==> src/rtl/spart_pkg.sv <==
// rtl/spart_pkg.sv - shared state types, framing constants and width helper for the word SPART
package spart_pkg;

  typedef enum logic [1:0] {
    TX_IDLE,
    TX_START,
    TX_DATA,
    TX_STOP
  } tx_state_t;

  typedef enum logic [1:0] {
    RX_IDLE,
    RX_START,
    RX_DATA,
    RX_STOP
  } rx_state_t;

  localparam int BYTES_PER_WORD = 4;
  localparam int BITS_PER_FRAME = 10;

  // Bits needed to hold a counter running 0 .. value-1 (at least 1).
  function automatic int clog2(input int value);
    int result;
    int rem;
    result = 0;
    rem = value - 1;
    while (rem > 0) begin
      result = result + 1;
      rem = rem >> 1;
    end
    if (result < 1) begin
      result = 1;
    end
    return result;
  endfunction

endpackage

==> src/rtl/spart_rx_byte.sv <==
// rtl/spart_rx_byte.sv - synchronised 8N1 byte receiver with glitch reject and mid-bit sampling
module spart_rx_byte
  import spart_pkg::*;
#(
  parameter int CLK_DIV = 434
) (
  input  logic       sys_clk,
  input  logic       rst_n,
  input  logic       rxd_i,
  output logic       byte_valid_o,
  output logic [7:0] byte_o,
  output logic       frame_err_o,
  output logic       idle_o
);

  localparam int CNT_W = clog2(CLK_DIV);
  localparam logic [CNT_W-1:0] BIT_LAST  = CNT_W'(CLK_DIV - 1);
  localparam logic [CNT_W-1:0] HALF_LAST = CNT_W'(CLK_DIV / 2 - 1);
  localparam logic [2:0]       DATA_LAST = 3'(BITS_PER_FRAME - 3);

  logic             rxd_meta_q;
  logic             rxd_sync_q;
  logic             rxd_prev_q;
  rx_state_t        state_q;
  logic [CNT_W-1:0] cnt_q;
  logic [2:0]       bit_q;
  logic [7:0]       shift_q;
  logic             stop_sample;

  // Two-flop synchroniser plus one delayed copy for falling-edge detection; line idles high.
  always_ff @(posedge sys_clk) begin
    if (!rst_n) begin
      rxd_meta_q <= 1'b1;
      rxd_sync_q <= 1'b1;
      rxd_prev_q <= 1'b1;
    end else begin
      rxd_meta_q <= rxd_i;
      rxd_sync_q <= rxd_meta_q;
      rxd_prev_q <= rxd_sync_q;
    end
  end

  // Receive FSM: start edge, half-bit glitch check, then one sample per bit centre.
  always_ff @(posedge sys_clk) begin
    if (!rst_n) begin
      state_q <= RX_IDLE;
      cnt_q   <= '0;
      bit_q   <= '0;
      shift_q <= '0;
    end else begin
      case (state_q)
        RX_IDLE: begin
          cnt_q <= '0;
          if (rxd_prev_q && !rxd_sync_q) begin
            state_q <= RX_START;
          end
        end
        RX_START: begin
          if (cnt_q == HALF_LAST) begin
            cnt_q <= '0;
            bit_q <= '0;
            state_q <= rxd_sync_q ? RX_IDLE : RX_DATA;
          end else begin
            cnt_q <= cnt_q + 1'b1;
          end
        end
        RX_DATA: begin
          if (cnt_q == BIT_LAST) begin
            cnt_q   <= '0;
            shift_q <= {rxd_sync_q, shift_q[7:1]};
            if (bit_q == DATA_LAST) begin
              state_q <= RX_STOP;
            end else begin
              bit_q <= bit_q + 1'b1;
            end
          end else begin
            cnt_q <= cnt_q + 1'b1;
          end
        end
        RX_STOP: begin
          if (cnt_q == BIT_LAST) begin
            cnt_q   <= '0;
            state_q <= RX_IDLE;
          end else begin
            cnt_q <= cnt_q + 1'b1;
          end
        end
        default: state_q <= RX_IDLE;
      endcase
    end
  end

  assign stop_sample  = (state_q == RX_STOP) && (cnt_q == BIT_LAST);
  assign byte_valid_o = stop_sample && rxd_sync_q;
  assign frame_err_o  = stop_sample && !rxd_sync_q;
  assign byte_o       = shift_q;
  assign idle_o       = (state_q == RX_IDLE);

endmodule

==> src/rtl/spart_word.sv <==
// rtl/spart_word.sv - 32-bit word SPART: 4-byte little-endian 8N1 transmit with one pending slot, word receive
module spart_word
  import spart_pkg::*;
#(
  parameter int CLK_DIV      = 434,
  parameter int TIMEOUT_BITS = 20
) (
  input  logic        sys_clk,
  input  logic        rst_n,
  input  logic        tx_start,
  input  logic [31:0] tx_data,
  output logic        tx_busy,
  output logic        tx_overflow,
  output logic        uart_txd,
  input  logic        uart_rxd,
  output logic        rx_valid,
  output logic [31:0] rx_data,
  output logic        rx_frame_err
);

  localparam int CNT_W = clog2(CLK_DIV);
  localparam logic [CNT_W-1:0] BIT_LAST  = CNT_W'(CLK_DIV - 1);
  localparam logic [2:0]       DATA_LAST = 3'(BITS_PER_FRAME - 3);
  localparam logic [1:0]       BYTE_LAST = 2'(BYTES_PER_WORD - 1);
  localparam int TO_CYCLES = TIMEOUT_BITS * CLK_DIV;
  localparam int TO_W      = clog2(TO_CYCLES);
  localparam logic [TO_W-1:0] TO_LAST = TO_W'(TO_CYCLES - 1);

  // Transmit state
  tx_state_t        tx_state_q;
  logic [CNT_W-1:0] tx_cnt_q;
  logic [2:0]       tx_bit_q;
  logic [1:0]       tx_byte_q;
  logic [31:0]      tx_shift_q;
  logic             pend_vld_q;
  logic [31:0]      pend_data_q;
  logic             txd_q;
  logic             tx_busy_q;
  logic             tx_ovf_q;

  // Receive word assembly state
  logic        rxb_valid;
  logic [7:0]  rxb_byte;
  logic        rxb_frame_err;
  logic        rxb_idle;
  logic [1:0]  rx_byte_cnt_q;
  logic [23:0] rx_buf_q;
  logic [31:0] rx_data_q;
  logic        rx_valid_q;
  logic        rx_ferr_q;
  logic [TO_W-1:0] to_cnt_q;

  // Transmit FSM: start, 8 data bits LSB first, stop; four frames per word back to back,
  // followed directly by the pending word if one was queued.
  always_ff @(posedge sys_clk) begin
    if (!rst_n) begin
      tx_state_q  <= TX_IDLE;
      tx_cnt_q    <= '0;
      tx_bit_q    <= '0;
      tx_byte_q   <= '0;
      tx_shift_q  <= '0;
      pend_vld_q  <= 1'b0;
      pend_data_q <= '0;
      txd_q       <= 1'b1;
      tx_busy_q   <= 1'b0;
      tx_ovf_q    <= 1'b0;
    end else begin
      tx_ovf_q <= 1'b0;
      // A request while busy goes to the single pending slot, or is dropped if it is taken.
      if (tx_start && tx_busy_q) begin
        if (!pend_vld_q) begin
          pend_vld_q  <= 1'b1;
          pend_data_q <= tx_data;
        end else begin
          tx_ovf_q <= 1'b1;
        end
      end
      case (tx_state_q)
        TX_IDLE: begin
          if (tx_start) begin
            tx_shift_q <= tx_data;
            tx_cnt_q   <= '0;
            tx_byte_q  <= '0;
            tx_state_q <= TX_START;
            txd_q      <= 1'b0;
            tx_busy_q  <= 1'b1;
          end
        end
        TX_START: begin
          if (tx_cnt_q == BIT_LAST) begin
            tx_cnt_q   <= '0;
            tx_bit_q   <= '0;
            tx_state_q <= TX_DATA;
            txd_q      <= tx_shift_q[0];
          end else begin
            tx_cnt_q <= tx_cnt_q + 1'b1;
          end
        end
        TX_DATA: begin
          if (tx_cnt_q == BIT_LAST) begin
            tx_cnt_q   <= '0;
            tx_shift_q <= {1'b0, tx_shift_q[31:1]};
            if (tx_bit_q == DATA_LAST) begin
              tx_state_q <= TX_STOP;
              txd_q      <= 1'b1;
            end else begin
              tx_bit_q <= tx_bit_q + 1'b1;
              txd_q    <= tx_shift_q[1];
            end
          end else begin
            tx_cnt_q <= tx_cnt_q + 1'b1;
          end
        end
        TX_STOP: begin
          if (tx_cnt_q == BIT_LAST) begin
            tx_cnt_q <= '0;
            if (tx_byte_q == BYTE_LAST) begin
              tx_byte_q <= '0;
              if (pend_vld_q) begin
                tx_shift_q <= pend_data_q;
                pend_vld_q <= 1'b0;
                tx_state_q <= TX_START;
                txd_q      <= 1'b0;
              end else if (tx_start) begin
                // Request landing on the final cycle: chained straight in instead of via the slot.
                tx_shift_q <= tx_data;
                pend_vld_q <= 1'b0;
                tx_state_q <= TX_START;
                txd_q      <= 1'b0;
              end else begin
                tx_state_q <= TX_IDLE;
                txd_q      <= 1'b1;
                tx_busy_q  <= 1'b0;
              end
            end else begin
              tx_byte_q  <= tx_byte_q + 1'b1;
              tx_state_q <= TX_START;
              txd_q      <= 1'b0;
            end
          end else begin
            tx_cnt_q <= tx_cnt_q + 1'b1;
          end
        end
        default: tx_state_q <= TX_IDLE;
      endcase
    end
  end

  spart_rx_byte #(
    .CLK_DIV(CLK_DIV)
  ) u_rx_byte (
    .sys_clk      (sys_clk),
    .rst_n        (rst_n),
    .rxd_i        (uart_rxd),
    .byte_valid_o (rxb_valid),
    .byte_o       (rxb_byte),
    .frame_err_o  (rxb_frame_err),
    .idle_o       (rxb_idle)
  );

  // Word assembly: little-endian byte placement, frame-error and inter-byte timeout discard.
  always_ff @(posedge sys_clk) begin
    if (!rst_n) begin
      rx_byte_cnt_q <= '0;
      rx_buf_q      <= '0;
      rx_data_q     <= '0;
      rx_valid_q    <= 1'b0;
      rx_ferr_q     <= 1'b0;
      to_cnt_q      <= '0;
    end else begin
      rx_valid_q <= 1'b0;
      rx_ferr_q  <= 1'b0;
      if (rxb_frame_err) begin
        rx_ferr_q     <= 1'b1;
        rx_byte_cnt_q <= '0;
        to_cnt_q      <= '0;
      end else if (rxb_valid) begin
        to_cnt_q <= '0;
        if (rx_byte_cnt_q == BYTE_LAST) begin
          rx_data_q     <= {rxb_byte, rx_buf_q};
          rx_valid_q    <= 1'b1;
          rx_byte_cnt_q <= '0;
        end else begin
          case (rx_byte_cnt_q)
            2'd0:    rx_buf_q[7:0]   <= rxb_byte;
            2'd1:    rx_buf_q[15:8]  <= rxb_byte;
            default: rx_buf_q[23:16] <= rxb_byte;
          endcase
          rx_byte_cnt_q <= rx_byte_cnt_q + 1'b1;
        end
      end else if (!rxb_idle || rx_byte_cnt_q == 2'd0) begin
        to_cnt_q <= '0;
      end else if (to_cnt_q == TO_LAST) begin
        to_cnt_q      <= '0;
        rx_byte_cnt_q <= '0;
      end else begin
        to_cnt_q <= to_cnt_q + 1'b1;
      end
    end
  end

  assign uart_txd     = txd_q;
  assign tx_busy      = tx_busy_q;
  assign tx_overflow  = tx_ovf_q;
  assign rx_valid     = rx_valid_q;
  assign rx_data      = rx_data_q;
  assign rx_frame_err = rx_ferr_q;

endmodule

==> config.mk <==
export PLATFORM = sky130hd
export DESIGN_NAME = spart_word
export DESIGN_NICKNAME = d
export VERILOG_FILES = /design/src/rtl/spart_pkg.sv /design/src/rtl/spart_rx_byte.sv /design/src/rtl/spart_word.sv
export SDC_FILE = /design/constraint.sdc
export NUM_CORES = 1
export LEC_CHECK = 0
export CAP_MARGIN = 0
export CORE_ASPECT_RATIO = 0.6
export CORE_MARGIN = 5
export CORE_UTILIZATION = 35
export CTS_BUF_LIST = sky130_fd_sc_hd__clkbuf_8
export DETAILED_ROUTE_END_ITERATION = 7
export GPL_ROUTABILITY_DRIVEN = 0
export PLACE_DENSITY = 0.66
export REMOVE_ABC_BUFFERS = 1
export SYNTH_ARGS = -nofsm -noshare
export SYNTH_HDL_FRONTEND = slang
export SYNTH_HIERARCHICAL = 1
export SYNTH_SLANG_ARGS = --single-unit
==> constraint.sdc <==
create_clock -name sys_clk -period 2.3 [get_ports sys_clk]
set_input_delay 0.345 -clock sys_clk [delete_from_list [all_inputs] [get_ports sys_clk]]
set_output_delay 0.345 -clock sys_clk [all_outputs]
set_load 0.03 [all_outputs]
==> flow_summary.json <==
{
  "design.core.area_um2": 21000,
  "num_antenna_cells": 0,
  "vias": 6247,
  "cellLeakagePower_nw": 3.00,
  "die_width_um": 199,
  "fp.dieArea_um2": 24500,
  "maximum_number_of_pins_on_one_net_before_global_route_repair": 82,
  "drive_gt1_share_pct": 8.69,
  "cts_tree": "built",
  "timing.critical_path.arrival_ns": 2.52,
  "synth_top_cell_area_share_pct": 48.9,
  "status": "complete, no violations",
  "worst-slew-pin-transition_ns": 0.588,
  "max-clock-path-buffers": 2,
  "critical_path_buf_inv_count": 2,
  "cts-buffers-inserted": 17,
  "num_io_pins": 73,
  "grt_first_pass_wirelength_mm": 29.3,
  "critPathTopFamily": "simple AND/OR/NAND/NOR gates",
  "dp.final_hpwl_mm": 11.8,
  "critical_path.startpoint_type": "register",
  "dp_worst_setup_slack_ns": 0.00595,
  "effective_utilization_at_floorplan_pct": 35.6,
  "multi_input_area_um2": 3590,
  "ctsRootBufferMaster": "clkbuf_8",
  "number_of_global_route_vias_before_repair": 5688,
  "synth-seq-cells": 183,
  "groute.usage.overall_pct": 14.7,
  "total_chip_power_w": 0.00762,
  "number_of_synthesized_flops_with_an_enable_pin": 0,
  "grt_remaining_overflow": 0,
  "worst_clock_skew_ns": 0.0156,
  "report.final.setup_viol": 0,
  "postSynthAreaPerCell_um2": 8.72,
  "placed_area_um2": 8590,
  "rsz0062_at_grt": "yes",
  "placementRows": 41,
  "kind_of_capture_point_of_the_worst_setup_path": "register",
  "total_drc_errors_in_the_routed_layout": 0,
  "crit_chain": "inv_1 -> ha_1 -> and4bb_1 -> and2_2 -> nand3_1 -> nor2_2 -> nor3_1 -> nand3b_1 -> buf_4 -> a21oi_1",
  "ff_latch_area_um2": 3660,
  "nNetsFinal": 974,
  "portBuffers": 72,
  "clock_slew_seen_by_the_registers_of_the_worst_setup_and_hold_paths_ns": 0.08,
  "drt-total-wl_mm": 18.0,
  "cell_internal_pwr_w": 0.00520,
  "insertion_delay_ns": 0.47,
  "switching_share_pct": 31.8,
  "seq_power_share_pct": 48.2,
  "ant_nets": 0,
  "final_design_area_no_fill_um2": 9080,
  "synth_top_cells_by_area": "dfxtp_1 (49%), nand2_1 (10%), a21oi_1 (6.7%)",
  "antenna_found_initial": 1,
  "crit_fanout": 14,
  "final_hold_fails": 0,
  "pwr-share-clk_pct": 29.9,
  "postSynth.topFlopCell": "dfxtp_1",
  "post-synth-top-area-cell": "dfxtp_1",
  "maxCapViolations": 0,
  "synth_sequential_area_ratio_pct": 48.9,
  "synthArstFlopShare_pct": 0,
  "layout-area-overhead-vs-synth_pct": 21.2,
  "vias_per_cell": 5.16,
  "die-height_um": 123,
  "initialDrtViolationCount": 628,
  "synthDistinctLibCells": 62,
  "ir_worst_vdd_uv": 377,
  "cts-htree-levels": 4,
  "combinationalPowerShare_pct": 21.9,
  "yosysWarningCount": 6,
  "crit_slowest_cell": "dfxtp_1",
  "p_sw_w": 0.00242,
  "layout_worst_path_cycle_share_pct": 92.4,
  "fillers": 2048,
  "max_stage_delay_ns": 0.37,
  "crit_path_class": "register to register",
  "fmaxAchievable_ghz": 0.470,
  "worst_slew_margin_rel_pct": 60.8,
  "period_minus_ws_final_ns": 2.13,
  "hold_path_class": "register to register",
  "finalMaxSlewViolations": 0,
  "cp.required_ns": 2.70,
  "clock_sink_count": 183,
  "synth_cells": 859,
  "total_power_divided_by_cell_area_nw_per_um2": 840,
  "syn-cell-area_um2": 7490,
  "detail_route.wl_per_cell_um": 14.9,
  "detailedRoute.firstPassIterationCount": 8,
  "worst_slack_ns": 0.174
}
==> metal layers <==
metal / track usage, % / up-vias / share of wire (%) / wire length (um)
li1: - / 3148 / - / -
met1: 22.5 / 2936 / 52 / 9420
met2: 20.4 / 145 / 40 / 7270
met3: 4.22 / 16 / 6.8 / 1220
met4: 3.20 / 2 / 0.58 / 104
met5: 0 / - / 0.061 / 11
==> cells by family after synthesis <==
kind of cell | count (synthesis) | share of synthesized area [%]
DFF | 183 | 48.9
AOI/OAI and AO/OA | 203 | 19.0
and+or+nand+nor | 350 | 20.9
xor gates and xnor gates | 18 | 2.10
muxes | 17 | 2.29
adders and majority gates | 19 | 3.17
buffers and inverters | 69 | 3.69
==> final timing paths <==
check / from / end / depth (start not counted) / slack, ns
setup / recovery: u_rx_byte/cnt_q[1] / to_cnt_q[13] / 10 / 0.17
hold / removal: u_rx_byte/rxd_meta_q / u_rx_byte/rxd_sync_q / 1 / 0.41
setup reg to reg: u_rx_byte/cnt_q[1] / to_cnt_q[13] / 10 / 0.17
hold reg to reg: u_rx_byte/rxd_meta_q / u_rx_byte/rxd_sync_q / 1 / 0.41
==> synthesized netlist by cell type (all sizes together), types with 5 or more instances <==
library cell	number
a21oi	100
a222oi	30
a31oi	8
and2	9
and3	5
buf	11
clkbuf	41
dfxtp	183
ha	19
inv	15
mux2i	16
nand2	200
nand2b	9
nand3	27
nand4	6
nor2	51
nor2b	6
nor3	8
o21ai	6
o2bb2ai	32
or3	5
xnor2	11
xor2	7
==> sequential cells by signal, summed over array words and instances (netlist names), 2 cells and up, named ones only <==
| name | count |
|---|---|
| tx_shift_q | 32 |
| pend_data_q | 32 |
| rx_buf_q | 24 |
| u_rx_byte/bit_q | 3 |
| to_cnt_q | 14 |
| u_rx_byte/cnt_q | 9 |
| tx_bit_q | 3 |
| u_rx_byte/byte_o | 8 |
| tx_state_q | 2 |
| tx_byte_q | 2 |
| rx_data | 32 |
| rx_byte_cnt_q | 2 |
| tx_cnt_q | 9 |
==> timing repair <==
item / in CTS / in global routing
gates resized for setup: 2 / 14
gates cloned: 0 / 1
setup endpoints to repair: 6 / 60
setup buffers: 0 / 3
pin swaps: 0 / 1
hold buffers: 0 / 0
==> worst reg2reg max path, cell delays in order (launching register included) <==
cell	delay, ns
dfxtp_1	0.37
inv_1	0.07
ha_1	0.17
and4bb_1	0.21
and2_2	0.21
nand3_1	0.13
nor2_2	0.10
nor3_1	0.36
nand3b_1	0.12
buf_4	0.21
a21oi_1	0.13
==> layout by cell type (no fill, tap or decap), types with 8 or more instances in the layout <==
master	count
a21oi_1	99
a222oi_1	30
buf_12	8
buf_4	11
clkbuf_8	19
clkdlybuf4s50_1	72
dfxtp_1	182
ha_1	19
inv_1	16
mux2i_1	16
nand2_1	197
nand2b_1	9
nand3_1	27
nor2_1	48
nor3_1	8
o2bb2ai_1	31
xnor2_1	11
==> cell type report <==
type	instances	share of cell area (%)
multi-input cells	607	39.6
flip-flops and latches	183	40.4
inverters	17	0.717
well taps	279	3.85
clock buffers	19	2.88
clock inverters	13	1.78
repair buffers	93	10.8
==> through the flow <==
| stage | utilization, % | hold WS (ns) | cells | setup TNS [ns] |
|---|---|---|---|---|
| detailed placement | 40.8 | 0.400 | 1175 | 0 |
| floorplan | - | 0.386 | 807 | -77.80 |
| finish | 43.2 | 0.414 | 1211 | 0 |
| CTS | 42.8 | 0.404 | 1207 | 0 |
| global placement | 40.8 | 0.403 | 1175 | 0 |
| global route | 43.2 | 0.405 | 1211 | -0.0502 |
==> power by group through the flow <==
stage	Clock [W]	Combinational, W	Sequential [W]
6_report	0.00228	0.00167	0.00368
5_1_grt	0.00251	0.00184	0.00371
4_1_cts	0.00236	0.00166	0.00367
3_5_place_dp	0	0.00165	0.00374
3_3_place_gp	0	0.00164	0.00374
2_1_floorplan	0	0.00103	0.00371
No activity file was read; power rests on OpenSTA's default activity.
